<file path="config.mk">
export PLATFORM = sky130hd
export DESIGN_NAME = mem_access
export DESIGN_NICKNAME = d
export VERILOG_FILES = /design/src/rtl/mem_access.sv
export SDC_FILE = /design/constraint.sdc
export NUM_CORES = 1
export LEC_CHECK = 0
export ABC_AREA = 1
export BUFFER_PORTS_ARGS = -buffer_cell sky130_fd_sc_hd__buf_2
export CORE_MARGIN = 2
export CORE_UTILIZATION = 30
export DETAILED_ROUTE_END_ITERATION = 8
export PLACE_DENSITY = 0.58
export SLEW_MARGIN = 20
export SYNTH_ARGS = -nofsm -noshare
export SYNTH_HDL_FRONTEND = slang
export SYNTH_SLANG_ARGS = --single-unit
</file>
<file path="constraint.sdc">
create_clock -name clock -period 2.39 [get_ports clock]
set_clock_uncertainty 0.1 [all_clocks]
set_input_delay 0.5975 -clock clock [delete_from_list [all_inputs] [get_ports clock]]
set_output_delay 0.5975 -clock clock [all_outputs]
set_load 0.01 [all_outputs]
</file>
<file path="src/rtl/mem_access.sv">
// mem_access: memory phase of a Y86 pipeline step.
// Turns one accepted start into at most one data-memory transaction, with a
// wait-cycle timeout. Optional macro DMEM_BOUNDS_CHECK_EN rejects addresses
// at or above ADDR_LIMIT without touching memory.
module mem_access #(
    parameter logic [63:0] ADDR_LIMIT     = 64'd8192,
    parameter int unsigned TIMEOUT_CYCLES = 16
) (
    input  logic        clock,
    input  logic        reset_n,
    input  logic        start,
    input  logic [3:0]  in_code,
    input  logic [63:0] val_e,
    input  logic [63:0] val_a,
    input  logic [63:0] val_p,
    output logic        mem_req,
    output logic        mem_we,
    output logic [63:0] mem_addr,
    output logic [63:0] mem_wdata,
    input  logic        mem_ack,
    input  logic [63:0] mem_rdata,
    input  logic        mem_err,
    output logic [63:0] val_m,
    output logic        done,
    output logic        busy,
    output logic        dmem_error
);

    localparam int unsigned CNT_W = $clog2(TIMEOUT_CYCLES + 1);
    localparam logic [CNT_W-1:0] CNT_LAST = CNT_W'(TIMEOUT_CYCLES - 1);

`ifdef DMEM_BOUNDS_CHECK_EN
    localparam bit BOUNDS_EN = 1'b1;
`else
    localparam bit BOUNDS_EN = 1'b0;
`endif

    typedef enum logic [1:0] {
        ST_IDLE = 2'd0,
        ST_REQ  = 2'd1,
        ST_DONE = 2'd2
    } state_e;

    state_e          state_q, state_d;
    logic            mem_req_q, mem_req_d;
    logic            mem_we_q, mem_we_d;
    logic [63:0]     mem_addr_q, mem_addr_d;
    logic [63:0]     mem_wdata_q, mem_wdata_d;
    logic [63:0]     val_m_q, val_m_d;
    logic            done_q, done_d;
    logic            busy_q, busy_d;
    logic            dmem_error_q, dmem_error_d;
    logic [CNT_W-1:0] cnt_q, cnt_d;

    logic            dec_mem;
    logic            dec_we;
    logic [63:0]     dec_addr;
    logic [63:0]     dec_wdata;
    logic            dec_oob;

    // Decode icode into access direction, address and write data.
    always_comb begin
        dec_mem   = 1'b1;
        dec_we    = 1'b0;
        dec_addr  = 64'd0;
        dec_wdata = 64'd0;
        case (in_code)
            4'd4:  begin dec_we = 1'b1; dec_addr = val_e; dec_wdata = val_a; end
            4'd5:  begin dec_addr = val_e; end
            4'd8:  begin dec_we = 1'b1; dec_addr = val_e; dec_wdata = val_p; end
            4'd9:  begin dec_addr = val_a; end
            4'd10: begin dec_we = 1'b1; dec_addr = val_e; dec_wdata = val_a; end
            4'd11: begin dec_addr = val_a; end
            default: dec_mem = 1'b0;
        endcase
        dec_oob = BOUNDS_EN && (dec_addr >= ADDR_LIMIT);
    end

    // Next-state and registered-output logic.
    always_comb begin
        state_d      = state_q;
        mem_req_d    = mem_req_q;
        mem_we_d     = mem_we_q;
        mem_addr_d   = mem_addr_q;
        mem_wdata_d  = mem_wdata_q;
        val_m_d      = val_m_q;
        done_d       = 1'b0;
        dmem_error_d = dmem_error_q;
        cnt_d        = cnt_q;

        case (state_q)
            ST_IDLE: begin
                if (start) begin
                    dmem_error_d = 1'b0;
                    if (!dec_mem) begin
                        state_d = ST_DONE;
                        done_d  = 1'b1;
                    end else if (dec_oob) begin
                        state_d      = ST_DONE;
                        done_d       = 1'b1;
                        dmem_error_d = 1'b1;
                    end else begin
                        state_d     = ST_REQ;
                        mem_req_d   = 1'b1;
                        mem_we_d    = dec_we;
                        mem_addr_d  = dec_addr;
                        mem_wdata_d = dec_wdata;
                        cnt_d       = '0;
                    end
                end
            end
            ST_REQ: begin
                // Ack wins over a timeout landing on the same edge.
                if (mem_ack) begin
                    state_d   = ST_DONE;
                    done_d    = 1'b1;
                    mem_req_d = 1'b0;
                    if (mem_err) begin
                        dmem_error_d = 1'b1;
                    end else if (!mem_we_q) begin
                        val_m_d = mem_rdata;
                    end
                end else if (cnt_q == CNT_LAST) begin
                    state_d      = ST_DONE;
                    done_d       = 1'b1;
                    mem_req_d    = 1'b0;
                    dmem_error_d = 1'b1;
                end else begin
                    cnt_d = cnt_q + CNT_W'(1);
                end
            end
            ST_DONE: begin
                state_d = ST_IDLE;
            end
            default: begin
                state_d   = ST_IDLE;
                mem_req_d = 1'b0;
            end
        endcase

        busy_d = (state_d != ST_IDLE);
    end

    // State and output registers.
    always_ff @(posedge clock or negedge reset_n) begin
        if (!reset_n) begin
            state_q      <= ST_IDLE;
            mem_req_q    <= 1'b0;
            mem_we_q     <= 1'b0;
            mem_addr_q   <= 64'd0;
            mem_wdata_q  <= 64'd0;
            val_m_q      <= 64'd0;
            done_q       <= 1'b0;
            busy_q       <= 1'b0;
            dmem_error_q <= 1'b0;
            cnt_q        <= '0;
        end else begin
            state_q      <= state_d;
            mem_req_q    <= mem_req_d;
            mem_we_q     <= mem_we_d;
            mem_addr_q   <= mem_addr_d;
            mem_wdata_q  <= mem_wdata_d;
            val_m_q      <= val_m_d;
            done_q       <= done_d;
            busy_q       <= busy_d;
            dmem_error_q <= dmem_error_d;
            cnt_q        <= cnt_d;
        end
    end

    assign mem_req    = mem_req_q;
    assign mem_we     = mem_we_q;
    assign mem_addr   = mem_addr_q;
    assign mem_wdata  = mem_wdata_q;
    assign val_m      = val_m_q;
    assign done       = done_q;
    assign busy       = busy_q;
    assign dmem_error = dmem_error_q;

endmodule

</file>
==> results of run 1 <==
## sequential cells by signal, indices dropped and copies added (netlist names)
| signal | flops |
|---|---|
| mem_addr | 64 |
| mem_wdata | 64 |
| val_m | 64 |
| cnt_q | 5 |
| state_q | 2 |
| busy | 1 |
| dmem_error | 1 |
| done | 1 |
| mem_req | 1 |
| mem_we | 1 |
## stage by stage
stage | util | setup WS, ns | power (mW) | hold WS [ns] | cells
6_report | 0.418 | 0.447 | 12.4 | 0.224 | 2219
3_3_place_gp | 0.390 | 0.139 | 8.32 | 0.320 | 2168
5_1_grt | 0.418 | 0.281 | 13.2 | 0.204 | 2217
3_5_place_dp | 0.390 | 0.0835 | 8.37 | 0.321 | 2168
4_1_cts | 0.418 | 0.438 | 12.6 | 0.188 | 2214
2_1_floorplan | - | 0.602 | 6.65 | 0.202 | 1315
## critical path, cell delays in order, from the launching register on
cell      delay, ns
dfrtp_1        0.46
inv_2          0.16
nor2_4         0.06
nand3b_1       0.13
or2_4          0.46
buf_12         0.32
nand2_1        0.11
o21ai_2        0.06
## routing by layer
metal / routed length (um) / part of all wire / vias to the layer above
li1: - / - / 4882
met1: 14300 / 0.41 / 4507
met2: 16100 / 0.46 / 440
met3: 3340 / 0.096 / 69
met4: 963 / 0.028 / 6
met5: 41 / 0.0012 / -
## worst min-delay path by stage
stage,endpoint,slack [ns],depth (start not counted)
floorplan,busy$_DFF_PN0_,0.20,0
global placement,mem_addr[0]$_DFFE_PN0P_,0.32,1
detailed placement,mem_addr[0]$_DFFE_PN0P_,0.32,1
CTS,val_m[13]$_DFFE_PN0P_,0.19,3
global route,val_m[35]$_DFFE_PN0P_,0.20,3
finish,val_m[26]$_DFFE_PN0P_,0.22,3
## power breakdown
group	switching (mW)	internal, mW
registers	0.502	4.38
logic	1.98	1.41
clock network	1.52	2.60
total	4.00	8.39
## timing repair
item | in CTS | in global routing
hold buffers | 1 | 0
endpoints found under the hold margin | 8 | 0
gates resized for setup | 0 | 0
## synthesized netlist by cell type (2+ instances only)
| cell | count | area, sq um |
|---|---|---|
| dfrtp_1 | 204 | 5100 |
| nand2_1 | 792 | 2970 |
| nor2_1 | 8 | 30.0 |
| inv_2 | 2 | 7.51 |
| a21oi_1 | 3 | 15.0 |
| ha_1 | 2 | 25.0 |
| nand4_1 | 3 | 18.8 |
| nand3_1 | 77 | 385 |
| buf_1 | 3 | 11.3 |
| clkbuf_1 | 29 | 109 |
| buf_2 | 16 | 80.1 |
| buf_6 | 14 | 158 |
| inv_1 | 76 | 285 |
| buf_4 | 13 | 97.6 |
| o21ai_2 | 60 | 526 |
| o21ai_1 | 4 | 20.0 |
| o31ai_1 | 2 | 15.0 |
## logic make-up after synthesis
group / Yosys count / share of synthesized area
AND/OR/NAND/NOR: 886 / 0.348
flip-flops: 204 / 0.515
buffers and inverters: 153 / 0.0755
AO/OA/AOI/OAI: 70 / 0.0586
adder cells (fa/ha/maj): 2 / 0.00253
## cell type report
class | instances | area [sq um] | share of cell area
flip-flops and latches | 204 | 5100 | 0.375
multi-input cells | 958 | 4080 | 0.299
repair buffers | 487 | 2680 | 0.197
clock buffers | 31 | 698 | 0.0513
well taps | 442 | 553 | 0.0406
inverters | 78 | 295 | 0.0217
clock inverters | 14 | 198 | 0.0145
diodes | 5 | 12.5 | 0.000919
==> metrics, run 1 <==
status=finished clean; root buffer cell=clkbuf_16; first-pass GRT wire length=approximately 52 mm; Max-slew headroom=0.659; core area=approximately 33000 sq um; I/O pin count=~460; Leak=around 8.4 nW; most common cell after layout, fill and taps aside=nand2_1; cell area after layout=13600 sq um; met1 Use GR=0.241; cell count after synthesis=around 1300; DR WL/cell=roughly 16 um; proportion of layout cells with a drive suffix above 1=0.338; Least-Margin Pin Slew=0.511 ns; sequential fraction of the synthesis area=0.515; most frequent cells in the layout=nand2_1, buf_2, dfrtp_1; Max clock buf depth=3; Worst Setup End Kind=flip-flop; FF-to-FF setup slack=between 0.4 and 0.5 ns; DIE WIDTH=186 um; Residual DRC=0; grt peak-use layer=met2; Syn Area/Cell=roughly 7.5 sq um; Critical Path Start Type=flip-flop; Inserted Clock Buffers=25; Post-synth EDFFs=0; Post-Place Cell Area=12700 sq um; die height=186 um; post-layout min period=1.94 ns; H-tree levels=1; remaining global-route overflow=0; starting density of the core=0.305; critical path start-end classification=flip-flop to flip-flop; total iterations of the first detailed-routing run=5; reg-to-reg critical path endpoint=val_m[30]$_DFFE_PN0P_; Unique masters post-synth=24; Layout area overhead=37.4%; vias in the first global route=around 9500; Critical Path Fanout Max=between 40 and 50; required time worst endpoint=about 2.7 ns; syn_nets=~1600; Overall Global Routing Usage=0.193; maximum VDD drop=just under 0.4 mV; met3 Use GR=0.0567; largest net degree at the start of global routing=between 80 and 90; initial antenna violation count=7; fin. max-slew vios=0; Yosys warnings=0; Mapped Area=9910 sq um; Async S/R FF share, synth=1.00; Tcrit/Tclk final=0.813; Skew-Pair Late Insertion Delay=about 0.5 ns; crit path from=state_q[0]$_DFF_PN0_; Setup TNS=0 ns; CTS tree=yes; Max Cap Viol=0; Antenna Nets Post-Route=0; HPWL after DPL=between 20 and 30 mm; gpl congestion=between 0.8 and 0.9; Synth Register Bits=approximately 200; Max Clock Freq=0.515 GHz; Worst-path clk slew=0.06 ns; Buffers on Ports=roughly 460; filler cell count=3416; Fin. Hold Viols=0; hold path start=mem_rdata[26]; final WL=about 35 mm; Main synth FF type=dfrtp_1; R2R Path Start=state_q[0]$_DFF_PN0_; Post-CTS Setup Inserts=0; final setup vio count=0; drt via density=about 4.5; Initial DRC Count=466; worst reg-to-reg path cell count=7; DR vias=around 10000; Critical Path Sink=val_m[30]$_DFFE_PN0P_; Worst Hold Class=input pin to flip-flop; FP Rows=66; nets=about 2000; power density cells=between 900 and 1000 nW/um^2; Worst Path Arrival=about 2.3 ns; clock sinks=204; RSZ-0062 raised after global routing=no; met2 usage=0.319; Die ar.=between 30000 and 40000 sq um
No activity file was read; power rests on OpenSTA's default activity.
==> inputs of run 2 (changes only) <==
clock period = 1.8 ns   (was 2.39 ns; I/O delays follow)
==> run 2 against run 1 <==
  * Count of clock-buffer cells in the layout up 7
  * Flip-flop and latch count unchanged
  * Setup slack worse by 0.32 ns
  * Final cell count up 1.3%
  * Wire length up 1.4%
  * Utilization up 0.67 points
  * Clock power up 14%
  * Largest power group unchanged
==> metrics, run 2 (synthesized netlist as in run 1, its figures left out) <==
critical path's top delay family=flip-flops; DR vias=10000; WP buf/inv=1; Overall Global Routing Usage=0.196; starting density of the core=0.305; power density cells=1140 nW/um^2; Critical Path Start Type=flip-flop; HPWL after DPL=between 20 and 30 mm; fin. max-slew vios=0; worst reg-to-reg path cell count=10; remaining global-route overflow=0; Initial DRC Count=roughly 490; proportion of layout cells with a drive suffix above 1=0.346; Worst Path Arrival=around 1.1 ns; first-pass GRT wire length=52.6 mm; die height=about 190 um; FP Rows=66; required time worst endpoint=1.25 ns; H-tree levels=1; Die ar.=~34000 sq um; R2R Path Start=cnt_q[0]$_DFFE_PN0P_; Worst Setup End Kind=output pin; largest net degree at the start of global routing=65; Buffers on Ports=roughly 460; Post-Place Cell Area=~13000 sq um; Inserted Clock Buffers=24; Residual DRC=0; DR WL/cell=~16 um; Worst Hold Class=input pin to flip-flop; post-layout min period=between 1.5 and 2 ns; maximum VDD drop=about 0.54 mV; Leak=roughly 8.5 nW; initial antenna violation count=7; Tcrit/Tclk final=0.931; cell area after layout=around 14000 sq um; final WL=between 30 and 40 mm; CTS tree=yes; Max-slew headroom=0.728; vias in the first global route=9630; I/O pin count=roughly 460; Max Cap Viol=0; hold path start=mem_rdata[32]; FF-to-FF setup slack=0.13 ns; final setup vio count=0; reg-to-reg critical path endpoint=cnt_q[2]$_DFFE_PN0P_; CP peak stage delay=roughly 0.43 ns; Max Clock Freq=between 0.5 and 0.6 GHz; total iterations of the first detailed-routing run=5; nets=2052; Max clock buf depth=3; Antenna Nets Post-Route=0; Layout area overhead=39.6%; Skew-Pair Late Insertion Delay=between 0.5 and 0.6 ns; critical path start-end classification=flip-flop to output pin; most frequent cells in the layout=nand2_1, buf_2, dfrtp_1; gpl congestion=between 0.8 and 0.9; Fin. Hold Viols=0; clock sinks=roughly 200; Worst-path clk slew=around 0.06 ns; root buffer cell=clkbuf_16; most common cell after layout, fill and taps aside=nand2_1; Least-Margin Pin Slew=0.408 ns; status=finished clean; Critical Path Fanout Max=2; DIE WIDTH=186 um; Cells on Worst Hold Path=3; hold slack=approximately 0.074 ns; worst path cell trace=buf_2; crit path max-delay cell type=dfrtp_1; core area=between 30000 and 40000 sq um; WHS Endpoint=val_m[32]$_DFFE_PN0P_; RSZ-0062 raised after global routing=no; drt via density=between 4 and 5
==> run 2: cell types whose count changed in the layout (fill, tap and decap cells not counted), sizes merged <==
cell and delta:
clkbuf +7, clkinv -6, bufinv -4, clkinvlp -1
buf +32
==> run 2: worst max-delay path by stage <==
stage,startpoint,depth (start not counted),endpoint,slack (ns)
after floorplan,cnt_q[0]$_DFFE_PN0P_,10,dmem_error$_DFFE_PN0P_,0.01
after global placement,cnt_q[0]$_DFFE_PN0P_,11,dmem_error$_DFFE_PN0P_,0.02
after detailed placement,in_code[3],10,mem_wdata[20]$_DFFE_PN0P_,-0.04
after CTS,cnt_q[0]$_DFFE_PN0P_,10,mem_req$_DFFE_PN0P_,0.05
after global routing,cnt_q[0]$_DFFE_PN0P_,10,cnt_q[2]$_DFFE_PN0P_,0.02
final,mem_wdata[56]$_DFFE_PN0P_,1,mem_wdata[56],0.12
==> run 2: power by group <==
part           total, mW  internal [mW]  switching [mW]
combinational       4.66           1.98            2.67
sequential          6.48           5.82           0.665
clock               4.68           2.84            1.85
==> run 2: cell type report <==
class	instances	area (sq um)
Multi-Input combinational cell	958	4080
Antenna cell	5	12.5
Fill cell	3492	18700
Inverter	78	295
Clock buffer	38	714
Sequential cell	204	5110
Tap cell	442	553
Clock inverter	3	40.0
Timing Repair Buffer	519	3030
==> run 2: metrics by stage <==
step                setup slack [ns]  utilization  instances  power, mW  setup TNS (ns)
floorplan                     0.0123            -       1315       8.82               0
global placement              0.0230        0.400       2197       11.2               0
detailed placement           -0.0413        0.400       2197       11.2          -0.873
CTS                           0.0529        0.424       2239       16.1               0
global route                  0.0217        0.425       2245       16.8               0
finish                         0.124        0.425       2247       15.8               0
==> run 2: timing repair <==
| item | CTS | global route |
|---|---|---|
| hold buffers | 1 | 0 |
| hold endpoints to repair | 27 | 0 |
| setup endpoints to repair | 2 | 26 |
| gates cloned | 0 | 0 |
| resized for setup | 1 | 2 |
| pin swaps | 0 | 2 |
| setup buffers | 0 | 3 |
==> run 2: worst register-to-register path: cells and delay by family, from the launching register on <==
family	cells	cell delay, ns
adders and majority gates	2	0.39
DFF	1	0.39
buffers and inverters	1	0.15
and+or+nand+nor	7	0.58
==> run 2: layer usage <==
| layer | share of wire | vias to the layer above | GRT usage |
|---|---|---|---|
| li1 | - | 4942 | - |
| met1 | 0.41 | 4585 | 0.238 |
| met2 | 0.46 | 419 | 0.330 |
| met3 | 0.097 | 69 | 0.0556 |
| met4 | 0.032 | 4 | 0.0702 |
| met5 | 0.00065 | - | 0 |
==> inputs of run 3 (changes only) <==
clock period = 2 ns   (was 1.8 ns; I/O delays follow)
==> run 3 against run 2 <==
  * Hold slack better by 0.054 ns
  * Combinational power down 12%
  * Utilization down 0.79 points
  * Register-to-register slack about the same
  * Flip-flop and latch count unchanged
  * Critical endpoint is now val_m[30]$_DFFE_PN0P_
  * Largest cell class unchanged
  * Largest power group unchanged
==> metrics, run 3 (synthesized netlist as in run 1, its figures left out) <==
largest net degree at the start of global routing=between 60 and 70; Fin. Hold Viols=0; Placed Cells incl. Taps=about 2200; starting density of the core=0.305; Inserted Clock Buffers=24; Residual DRC=0; maximum VDD drop=about 0.51 mV; gpl congestion=around 0.85; total iterations of the first detailed-routing run=5; critical path depth=7; Post-CTS Setup Inserts=0; nets=2032; Critical Path Fanout Max=between 40 and 50; Die ar.=34500 sq um; filler cell count=3390; power density cells=1030 nW/um^2; Worst Hold Class=input pin to flip-flop; remaining global-route overflow=0; H-tree levels=1; initial antenna violation count=5; Max clock buf depth=3; Max Clock Freq=approximately 0.54 GHz; FF-to-FF setup slack=0.13 ns; critical path start-end classification=flip-flop to flip-flop; Leak=roughly 8.4 nW; Cells on Worst Hold Path=3; Max Cap Viol=0; critical path's top delay family=simple AND/OR/NAND/NOR gates; WP buf/inv=2; vias in the first global route=approximately 9600; DR WL/cell=between 15 and 20 um; final setup vio count=0; crit path max-delay cell type=dfrtp_1; most common cell after layout, fill and taps aside=nand2_1; I/O pin count=about 460; final WL=roughly 35 mm; Critical Path Start Type=flip-flop; Max-slew headroom=0.743; fin. max-slew vios=0; reg-to-reg critical path endpoint=val_m[30]$_DFFE_PN0P_; Worst Setup End Kind=flip-flop; RSZ-0062 raised after global routing=no; Worst-path clk slew=0.06 ns; post-layout min period=about 1.9 ns; root buffer cell=clkbuf_16; proportion of layout cells with a drive suffix above 1=0.337; HPWL after DPL=between 20 and 30 mm; die height=between 150 and 200 um; worst reg-to-reg path cell count=7; required time worst endpoint=2.30 ns; status=finished clean; FP Rows=66; first-pass GRT wire length=approximately 52 mm; Initial DRC Count=between 500 and 600; Least-Margin Pin Slew=~0.39 ns; Antenna Nets Post-Route=0; Layout area overhead=37.0%; most frequent cells in the layout=nand2_1, buf_2, dfrtp_1; Overall Global Routing Usage=0.194; drt via density=4.46; DIE WIDTH=about 190 um; CTS tree=yes; Skew-Pair Late Insertion Delay=just over 0.5 ns; Buffers on Ports=roughly 460; WHS Endpoint=val_m[23]$_DFFE_PN0P_; clock sinks=roughly 200; Setup TNS=0 ns; Tcrit/Tclk final=0.934; core area=about 33000 sq um; CP peak stage delay=roughly 0.47 ns; Worst Path Arrival=between 2 and 2.5 ns; worst path cell trace=inv_2, nor2_4, nand3b_1, or2_4, buf_12, nand2_1, o21ai_2; DR vias=between 9000 and 10000; R2R Path Start=state_q[0]$_DFF_PN0_; hold path start=mem_rdata[23]; Final Non-Filler Cells=2223
==> run 3: cell types whose count changed in the layout (fill, tap and decap cells not counted), sizes merged <==
cell,before,now
clkinv,2,4
diode,5,3
buf,518,498
clkbuf,38,35
bufinv,1,0
==> run 3: timing repair <==
action                                  4_1_cts  5_1_grt
resized for setup                             0        1
hold buffers                                  1        0
endpoints found under the setup margin        0        2
hold endpoints to repair                     36        0
==> run 3: how the worst max path moves through the flow <==
| stage | startpoint | to | slack (ns) |
|---|---|---|---|
| floorplan | cnt_q[0]$_DFFE_PN0P_ | dmem_error$_DFFE_PN0P_ | 0.21 |
| global placement | in_code[3] | mem_addr[44]$_DFFE_PN0P_ | 0.14 |
| detailed placement | in_code[3] | mem_wdata[3]$_DFFE_PN0P_ | 0.07 |
| CTS | state_q[0]$_DFF_PN0_ | val_m[48]$_DFFE_PN0P_ | 0.17 |
| global route | cnt_q[0]$_DFFE_PN0P_ | dmem_error$_DFFE_PN0P_ | 0.02 |
| finish | state_q[0]$_DFF_PN0_ | val_m[30]$_DFFE_PN0P_ | 0.13 |
==> run 3: layer usage <==
metal / share of wire / GRT usage / wire [um]
met5: 0.0010 / 0 / 36
met4: 0.028 / 0.0649 / 960
met3: 0.098 / 0.0577 / 3380
met2: 0.46 / 0.323 / 16000
met1: 0.41 / 0.240 / 14300
==> run 3: worst min-delay path: stages <==
cell,delay [ns]
buf_2,0.09
inv_1,0.05
o21ai_2,0.05
==> run 3: final cells by class <==
type / instances / area [sq um] / share of cell area
flip-flops and latches: 204 / 5100 / 0.376
multi-input cells: 958 / 4080 / 0.300
repair buffers: 499 / 2830 / 0.208
clock buffers: 35 / 683 / 0.0503
well taps: 442 / 553 / 0.0407
inverters: 78 / 295 / 0.0217
clock inverters: 4 / 23.8 / 0.00175
diodes: 3 / 7.51 / 0.000553
==> run 3: per-stage QoR <==
stage	instance area (sq um)	util	hold slack, ns	worst slack, ns	power [mW]
after floorplan	9910	-	0.104	0.212	7.94
after global placement	12800	0.395	0.330	0.138	10.0
after detailed placement	12800	0.395	0.332	0.0739	10.1
after CTS	13600	0.417	0.0933	0.170	14.2
after global routing	13600	0.417	0.101	0.0226	14.9
final	13600	0.417	0.128	0.133	14.0
==> run 3: power breakdown <==
| part | internal [mW] | switching [mW] |
|---|---|---|
| Clock | 2.34 | 1.69 |
| Sequential | 5.23 | 0.586 |
| Combinational | 1.73 | 2.39 |
